==> src/rtl/tdc_channel_ctrl.sv <==
// Per-channel TDC sequencer: source select, arm/dead-time control, tap sampling,
// thermometer-to-fine encoding and timestamp output with dropped-hit accounting.
module tdc_channel_ctrl #(
  parameter int NTAPS       = 32,
  parameter int COARSE_W    = 16,
  parameter int FINE_W      = 6,
  parameter int DEAD_CYCLES = 4
) (
  input  logic                       clk,
  input  logic                       rst_n,
  input  logic                       arm,
  input  logic                       cal_mode,
  input  logic                       hit_in,
  input  logic                       cal_pulse,
  output logic                       dl_in,
  input  logic [NTAPS-1:0]           taps,
  output logic [COARSE_W+FINE_W:0]   ts_data,
  output logic                       ts_valid,
  input  logic                       ts_ready,
  output logic [7:0]                 lost_cnt,
  output logic                       busy
);

  localparam int DCNT_W = (DEAD_CYCLES > 1) ? $clog2(DEAD_CYCLES) : 1;

  typedef enum logic [1:0] {IDLE, ARMED, DEAD} state_t;

  state_t              state_q;
  logic [DCNT_W-1:0]   dcnt_q;
  logic                cal_sel_q;
  logic [COARSE_W-1:0] coarse_q;
  logic [COARSE_W-1:0] coarse_smp_q;
  logic [NTAPS-1:0]    taps_q;
  logic                tap0_prev_q;

  logic                hit_edge;
  logic [FINE_W-1:0]   fine_d;
  logic                sat_d;
  logic                found;

  // The delay-line input must stay free of flops so the hit timing is preserved.
  assign dl_in    = (state_q == ARMED) ? (cal_sel_q ? cal_pulse : hit_in) : 1'b0;
  assign busy     = (state_q != IDLE);
  assign hit_edge = taps_q[0] && !tap0_prev_q && (state_q == ARMED);

  always_ff @(posedge clk) begin
    if (!rst_n) begin
      coarse_q     <= '0;
      coarse_smp_q <= '0;
      taps_q       <= '0;
      tap0_prev_q  <= 1'b0;
    end else begin
      coarse_q     <= coarse_q + 1'b1;
      coarse_smp_q <= coarse_q;
      taps_q       <= taps;
      tap0_prev_q  <= taps_q[0];
    end
  end

  // First zero above bit 0 marks the end of the thermometer; later bubbles are ignored.
  always_comb begin
    fine_d = FINE_W'(NTAPS);
    found  = 1'b0;
    for (int i = 0; i < NTAPS; i++) begin
      if (!found && !taps_q[i]) begin
        fine_d = FINE_W'(i);
        found  = 1'b1;
      end
    end
    sat_d = !found;
  end

  always_ff @(posedge clk) begin
    if (!rst_n) begin
      state_q   <= IDLE;
      dcnt_q    <= '0;
      cal_sel_q <= 1'b0;
    end else begin
      case (state_q)
        IDLE: begin
          if (arm) begin
            state_q   <= ARMED;
            cal_sel_q <= cal_mode;
          end
        end
        ARMED: begin
          if (hit_edge) begin
            state_q <= DEAD;
            dcnt_q  <= DCNT_W'(DEAD_CYCLES - 1);
          end else if (!arm) begin
            state_q <= IDLE;
          end
        end
        DEAD: begin
          if (dcnt_q == '0) begin
            state_q <= arm ? ARMED : IDLE;
          end else begin
            dcnt_q <= dcnt_q - 1'b1;
          end
        end
        default: state_q <= IDLE;
      endcase
    end
  end

  // A slot frees up in the same cycle the consumer takes the old timestamp.
  always_ff @(posedge clk) begin
    if (!rst_n) begin
      ts_valid <= 1'b0;
      ts_data  <= '0;
      lost_cnt <= '0;
    end else if (hit_edge) begin
      if (!ts_valid || ts_ready) begin
        ts_data  <= {sat_d, coarse_smp_q, fine_d};
        ts_valid <= 1'b1;
      end else if (lost_cnt != 8'hFF) begin
        lost_cnt <= lost_cnt + 1'b1;
      end
    end else if (ts_valid && ts_ready) begin
      ts_valid <= 1'b0;
    end
  end

endmodule

==> config.mk <==
export PLATFORM = sky130hd
export DESIGN_NAME = tdc_channel_ctrl
export DESIGN_NICKNAME = d
export VERILOG_FILES = /design/src/rtl/tdc_channel_ctrl.sv
export SDC_FILE = /design/constraint.sdc
export NUM_CORES = 1
export LEC_CHECK = 0
export CELL_PAD_IN_SITES_DETAIL_PLACEMENT = 0
export CELL_PAD_IN_SITES_GLOBAL_PLACEMENT = 2
export CORE_MARGIN = 2
export CORE_UTILIZATION = 28
export DETAILED_ROUTE_END_ITERATION = 10
export PLACE_DENSITY_LB_ADDON = 0.1
export SYNTH_ARGS = -nofsm -noshare
export SYNTH_HDL_FRONTEND = slang
export SYNTH_SLANG_ARGS = --single-unit
==> constraint.sdc <==
create_clock -name clk -period 1.6 [get_ports clk]
set_input_delay 0.24 -clock clk [delete_from_list [all_inputs] [get_ports clk]]
set_output_delay 0.24 -clock clk [all_outputs]
set_load 0.01 [all_outputs]
==> run summary, run 1 <==
post-route insts no fill - 703
Reg power frac - 51.7%
area growth from synthesis to layout - 43.4%
share of cells above drive strength 1 - 18.0%
First-pass DRT Iterations - 4
Syn Inst Count - 404
top cells by area, synth - dfxtp_1 54%, and2_1 8.5%, nand2_1 5.5%, a21oi_1 3.3%, nor2_1 2.8%
final hold violations - 0
n_diodes - 0
Hold Path Origin - coarse_smp_q[13]
finished layout cell area - 5390 µm²
Synth async-reset ratio - 0%
Warnings, synthesis - 0
# rows - 42
crit path capture type - flip-flop
RSZ-0062 raised after global routing - yes
maximum number of pins on one net before global-route repair - 25
fmax - 0.620 GHz
Final Wtd Congestion - 0.804
Critical Path Start - taps_q[10]
Power Density - 941 nW/µm²
area of the multi-input gates - 1690 µm²
number of global-route vias before repair - 2950
R2R Setup Slk - -0.01 ns
Die Height - 120 µm
Peak supply drop - 0.623 mV
Worst Hold Class - reg -> reg
htree depth - 3
die area - 14400 µm²
post-synthesis register bit count - 101
nets - 564
Post-synth top cells - 101 x dfxtp_1, 55 x nand2_1, 51 x and2_1
CTS buffer count - 9
most used standard cell by instance count after synthesis - dfxtp_1
Worst Path Arrival - 1.89 ns
Overflow after GRT - 0
clock network power share - 42.5%
part of the Yosys area used for sequential elements - 53.8%
die width - 120 µm
CP max FO - 3
Final min period - 1.61 ns
Worst Setup Path Type - reg -> reg
via count - 3006
Power Internal - 0.00398 W
CTS sink cnt - 101
WL final - 8590 µm
DRC Markers - 0
Worst Skew - 0.00813 ns
FF/Latch Area - 2030 µm²
Max Buffers Root-to-Sink - 2
count of different cell masters after synthesis - 44
CP required - 1.88 ns
outcome - finished, violations left
CTS tree - done
Sw Pwr - 0.00110 W
Startpoint Class - flip-flop
placed cells - 684
worst slew pin tran - 0.298 ns
Worst-Skew Late Latency - 0.35 ns
area share of the largest cell type after synthesis - 53.8%
Net Count, Synth - 446
buffer and inverter count on the worst path - 1
wire per inst - 12.2 µm
global-route wire length before repair - 14300 µm
CP top delay family - simple AND/OR/NAND/NOR gates
Final WS setup - -0.0141 ns
initial antenna violation count - 0
logic gate share of total power - 5.7%
IO Port Bufs - 72
Starting DRT DRC Count - 161
Clk pin slew, worst setup/hold paths - 0.07 ns
sw frac - 21.6%
Yosys top cell by area - dfxtp_1
Root Buffer - clkbuf_16
syn_area_per_cell - 9.31 µm²
peak per-stage delay on the critical path - 0.44 ns
fillers - 1351
I/O pins - 73
CP max-delay cell - or4_1
Post-DRT Antenna Nets - 0
Tcrit/Tclk final - 101%
Hold Slack - 0.433 ns
reg-to-reg critical path startpoint - taps_q[10]
Placement Cell Area - 5010 µm²
Post-synth EDFFs - 0
Tot GR Track Use - 12.8%
total core area - 13200 µm²
max-cap violation count - 0
Initial Utilization - 28.5%
fin. max-slew vios - 0
Slew headroom - 80.0%
final setup fails - 1
failing checks - setup timing
vias per cell - 4.28
Leak Pwr - 2.13 nW
post-synthesis instance area - 3760 µm²
Main synth FF type - dfxtp_1
worst path cell trace - nand4_1 -> buf_6 -> nor4_4 -> nand3b_1 -> or4_1 -> a31oi_1
DP HPWL - 6370 µm
final timing paths:
| path | to | cells past startpoint |
|---|---|---|
| max | ts_data[0] | 6 |
| max reg2reg | ts_data[0] | 6 |
| min | ts_data[19] | 2 |
| min reg2reg | ts_data[19] | 2 |
power by group through the flow:
| stage | Clock, W | Sequential (W) | Combinational [W] |
|---|---|---|---|
| floorplan | 0 | 0.00268 | 0.000113 |
| global placement | 0 | 0.00268 | 0.000294 |
| detailed placement | 0 | 0.00268 | 0.000296 |
| CTS | 0.00226 | 0.00263 | 0.000297 |
| global route | 0.00237 | 0.00264 | 0.000327 |
| finish | 0.00216 | 0.00263 | 0.000291 |
per-layer routing:
metal | routed length (µm) | GRT usage [%] | share of wire [%] | up-vias
met5 | 0 | 0 | 0 | -
li1 | - | - | - | 1599
met3 | 492 | 5.37 | 5.7 | 7
met2 | 3670 | 18.2 | 43 | 63
met1 | 4320 | 17.3 | 50 | 1337
met4 | 110 | 4.19 | 1.3 | 0
registers in the layout (all words and copies together) (netlist names):
name / count
taps_q: 32
ts_data: 22
coarse_q: 16
coarse_smp_q: 16
lost_cnt: 8
dcnt_q: 2
state_q: 2
cal_sel_q: 1
tap0_prev_q: 1
ts_valid: 1
final cells by class:
| class | instances | share of cell area (%) |
|---|---|---|
| Clock inverter | 5 | 1.11 |
| Multi-Input combinational cell | 276 | 31.3 |
| Timing Repair Buffer | 123 | 20.6 |
| Clock buffer | 11 | 4.32 |
| Tap cell | 176 | 4.08 |
| Inverter | 11 | 0.766 |
| Sequential cell | 101 | 37.7 |
cell usage in the layout, fill, tap and decap left out, types with 4 or more instances in the layout:
| cell | netlist | final |
|---|---|---|
| nand2b_1 | 4 | 4 |
| dlygate4sd2_1 | 0 | 5 |
| a21oi_1 | 25 | 23 |
| xnor2_1 | 5 | 5 |
| dfxtp_1 | 101 | 93 |
| nand2_1 | 55 | 55 |
| and2_1 | 51 | 51 |
| and3_1 | 5 | 4 |
| buf_4 | 1 | 49 |
| nor2b_1 | 7 | 6 |
| nand3_1 | 14 | 14 |
| o21ai_0 | 15 | 10 |
| clkdlybuf4s50_1 | 0 | 64 |
| inv_1 | 10 | 10 |
| a31oi_1 | 4 | 4 |
| o21ai_1 | 0 | 5 |
| nand4_1 | 14 | 14 |
| clkbuf_16 | 0 | 9 |
| nor2_1 | 28 | 25 |
| dfxtp_2 | 0 | 7 |
| xor2_1 | 12 | 12 |
metrics by stage:
stage          utilization, %  setup slack [ns]  total power, W  setup TNS, ns
6_report                 40.9           -0.0141         0.00508        -0.0141
5_1_grt                  40.9            -0.117         0.00533         -0.186
4_1_cts                  40.3          0.000183         0.00519              0
3_5_place_dp             38.0            -0.170         0.00298          -2.00
3_3_place_gp             38.0            -0.133         0.00298          -1.43
2_1_floorplan               -            0.0560         0.00279              0
worst reg2reg max path: cells and delay by family, from the launching register on:
family	cells	cell delay (ns)
simple gates	4	0.93
flops	1	0.34
buf+inv	1	0.15
compound gates	1	0.14
cell families (layout without fill, tap and decap cells):
group / after synthesis / count (layout) / share of synthesized area [%]
buffers and inverters: 27 / 150 / 2.89
and+or+nand+nor: 196 / 196 / 28.2
AOI/OAI and AO/OA: 58 / 58 / 9.68
adders and majority gates: 3 / 3 / 0.998
xor gates and xnor gates: 17 / 17 / 3.96
DFF: 101 / 101 / 53.8
muxes: 2 / 2 / 0.532
repair_timing:
item	CTS	global route
hold endpoints to repair	0	0
setup endpoints to repair	8	12
hold buffers	0	0
cloned	0	0
resized for setup	12	26
pin swaps	1	11
buffers inserted	0	3
Power figures use the tool's default switching activity.
==> run 2: changes to the inputs <==
--- a/config.mk
+++ b/config.mk
@@ -8,7 +8,8 @@
 export CELL_PAD_IN_SITES_DETAIL_PLACEMENT = 0
 export CELL_PAD_IN_SITES_GLOBAL_PLACEMENT = 2
 export CORE_MARGIN = 2
-export CORE_UTILIZATION = 28
+export CORE_UTILIZATION = 29
+export CTS_BUF_LIST = sky130_fd_sc_hd__clkbuf_8
 export DETAILED_ROUTE_END_ITERATION = 10
 export PLACE_DENSITY_LB_ADDON = 0.1
 export SYNTH_ARGS = -nofsm -noshare
==> run summary, run 2 (synthesis gave the netlist of run 1 again) <==
outcome - finished, violations left
failing checks - setup timing
share of cells above drive strength 1 - 18.9%
final setup fails - 3
I/O pins - 73
Worst Path Arrival - 1.94 ns
Worst Setup Path Type - reg -> reg
post-route insts no fill - 697
CP required - 1.91 ns
global-route wire length before repair - 15000 µm
RSZ-0062 raised after global routing - yes
Root Buffer - clkbuf_8
WL final - 8960 µm
Post-DRT Antenna Nets - 0
wire per inst - 12.8 µm
Power Internal - 0.00345 W
Starting DRT DRC Count - 91
max-cap violation count - 0
First-pass DRT Iterations - 4
Initial Utilization - 29.8%
CP top delay family - simple AND/OR/NAND/NOR gates
Final Wtd Congestion - 0.820
Final min period - 1.63 ns
CTS tree - done
placed cells - 675
Slew headroom - 77.3%
Die Height - 118 µm
maximum number of pins on one net before global-route repair - 39
Core Util, Final - 42.3%
grt met2 use - 20.6%
commonest non-fill, non-tap cell in the layout - dfxtp_1
Worst-Skew Late Latency - 0.38 ns
Sw Pwr - 0.00103 W
CP max-delay cell - or4_1
Leak Pwr - 2.14 nW
GR peak layer - met2
fillers - 1351
via count - 3034
CTS Hold Bufs - 0
area of the multi-input gates - 1710 µm²
CP max FO - 4
total core area - 12600 µm²
die width - 118 µm
peak per-stage delay on the critical path - 0.41 ns
max reg flops - 32
Top reg by flops - taps_q
Max Buffers Root-to-Sink - 2
DRC Markers - 0
initial antenna violation count - 0
final hold violations - 0
IO Port Bufs - 72
worst slew pin tran - 0.336 ns
logic gate share of total power - 6.8%
vias per cell - 4.35
DP HPWL - 6370 µm
Hold Slack - 0.430 ns
die area - 13900 µm²
most frequent cells in the layout - 85 x dfxtp_1, 60 x clkdlybuf4s50_1, 55 x nand2_1
Startpoint Class - flip-flop
Clk pin slew, worst setup/hold paths - 0.09 ns
Power Density - 842 nW/µm²
fmax - 0.613 GHz
number of global-route vias before repair - 3032
Reg power frac - 58.5%
Worst Skew - 0.0145 ns
Worst Hold Class - in -> reg
Largest regs - taps_q: 32 flops, ts_data: 22 flops
CTS buffer count - 9
CTS sink cnt - 101
Tcrit/Tclk final - 102%
n_diodes - 0
buffer and inverter count on the worst path - 0
nets - 562
crit path capture type - flip-flop
met3 usage - 4.07%
htree depth - 3
area growth from synthesis to layout - 41.8%
fin. max-slew vios - 0
FF/Latch Area - 2040 µm²
Overflow after GRT - 0
sw frac - 23.0%
Tot GR Track Use - 13.6%
Final WS setup - -0.0316 ns
Peak supply drop - 0.360 mV
M1 GR Usage - 18.2%
clock network power share - 34.6%
# rows - 41
worst path cell trace - nand4_4 -> nor4_4 -> nand3b_1 -> or4_1 -> a31oi_1
[run 2: cell types whose count changed in the layout (fill, tap and decap cells not counted), sizes merged]
cell	delta
clkdlybuf4s50	-4
buf	-2
dlymetal6s2s	+1
dlygate4sd2	+3
bufinv	-1
clkbuf	+1
[run 2: timing repair]
action / 4_1_cts / 5_1_grt
endpoints found under the setup margin: 33 / 15
buffers inserted: 5 / 1
pin swaps: 10 / 10
gates resized for setup: 26 / 26
[run 2: final timing paths]
kind              startpoint    endpoint  slack, ns  depth (start not counted)
max reg2reg        taps_q[3]  ts_data[0]      -0.03                          5
max                taps_q[3]  ts_data[0]      -0.03                          5
min reg2reg  coarse_smp_q[0]  ts_data[6]       0.43                          2
min                 taps[11]  taps_q[11]       0.43                          2
[run 2: cell type report]
type	instances	share of cell area, %
multi-input combinational	276	32.1
clock inverter	4	0.422
clock buffer	12	3.10
tap	172	4.04
inverter	11	0.774
timing repair buffer	121	21.2
sequential	101	38.3
[run 2: power by group through the flow]
stage	combinational (W)	sequential (W)	clock, W
2_1_floorplan	0.000113	0.00268	0
3_3_place_gp	0.000299	0.00268	0
3_5_place_dp	0.000301	0.00268	0
4_1_cts	0.000307	0.00263	0.00163
5_1_grt	0.000343	0.00264	0.00173
6_report	0.000307	0.00263	0.00155
[run 2: per-stage QoR]
stage          total power [W]  setup WS (ns)  TNS (ns)  area [µm²]
2_1_floorplan          0.00279         0.0560         0        3760
6_report               0.00449        -0.0316   -0.0412        5330
3_3_place_gp           0.00298         -0.125     -1.02        4980
3_5_place_dp           0.00298         -0.133     -1.87        4980
4_1_cts                0.00457        -0.0130   -0.0130        5270
5_1_grt                0.00471        -0.0925    -0.293        5330
[run 2: worst register-to-register path: cells and delay by family, from the launching register on]
| family | cells | cell delay (ns) |
|---|---|---|
| simple gates | 4 | 1.04 |
| flops | 1 | 0.37 |
| compound gates | 1 | 0.14 |
[run 2: metal layers]
layer / up-vias / wire length (µm)
met5: - / 0
met4: 0 / 117
met3: 7 / 390
met2: 57 / 3870
met1: 1380 / 4580
li1: 1590 / -
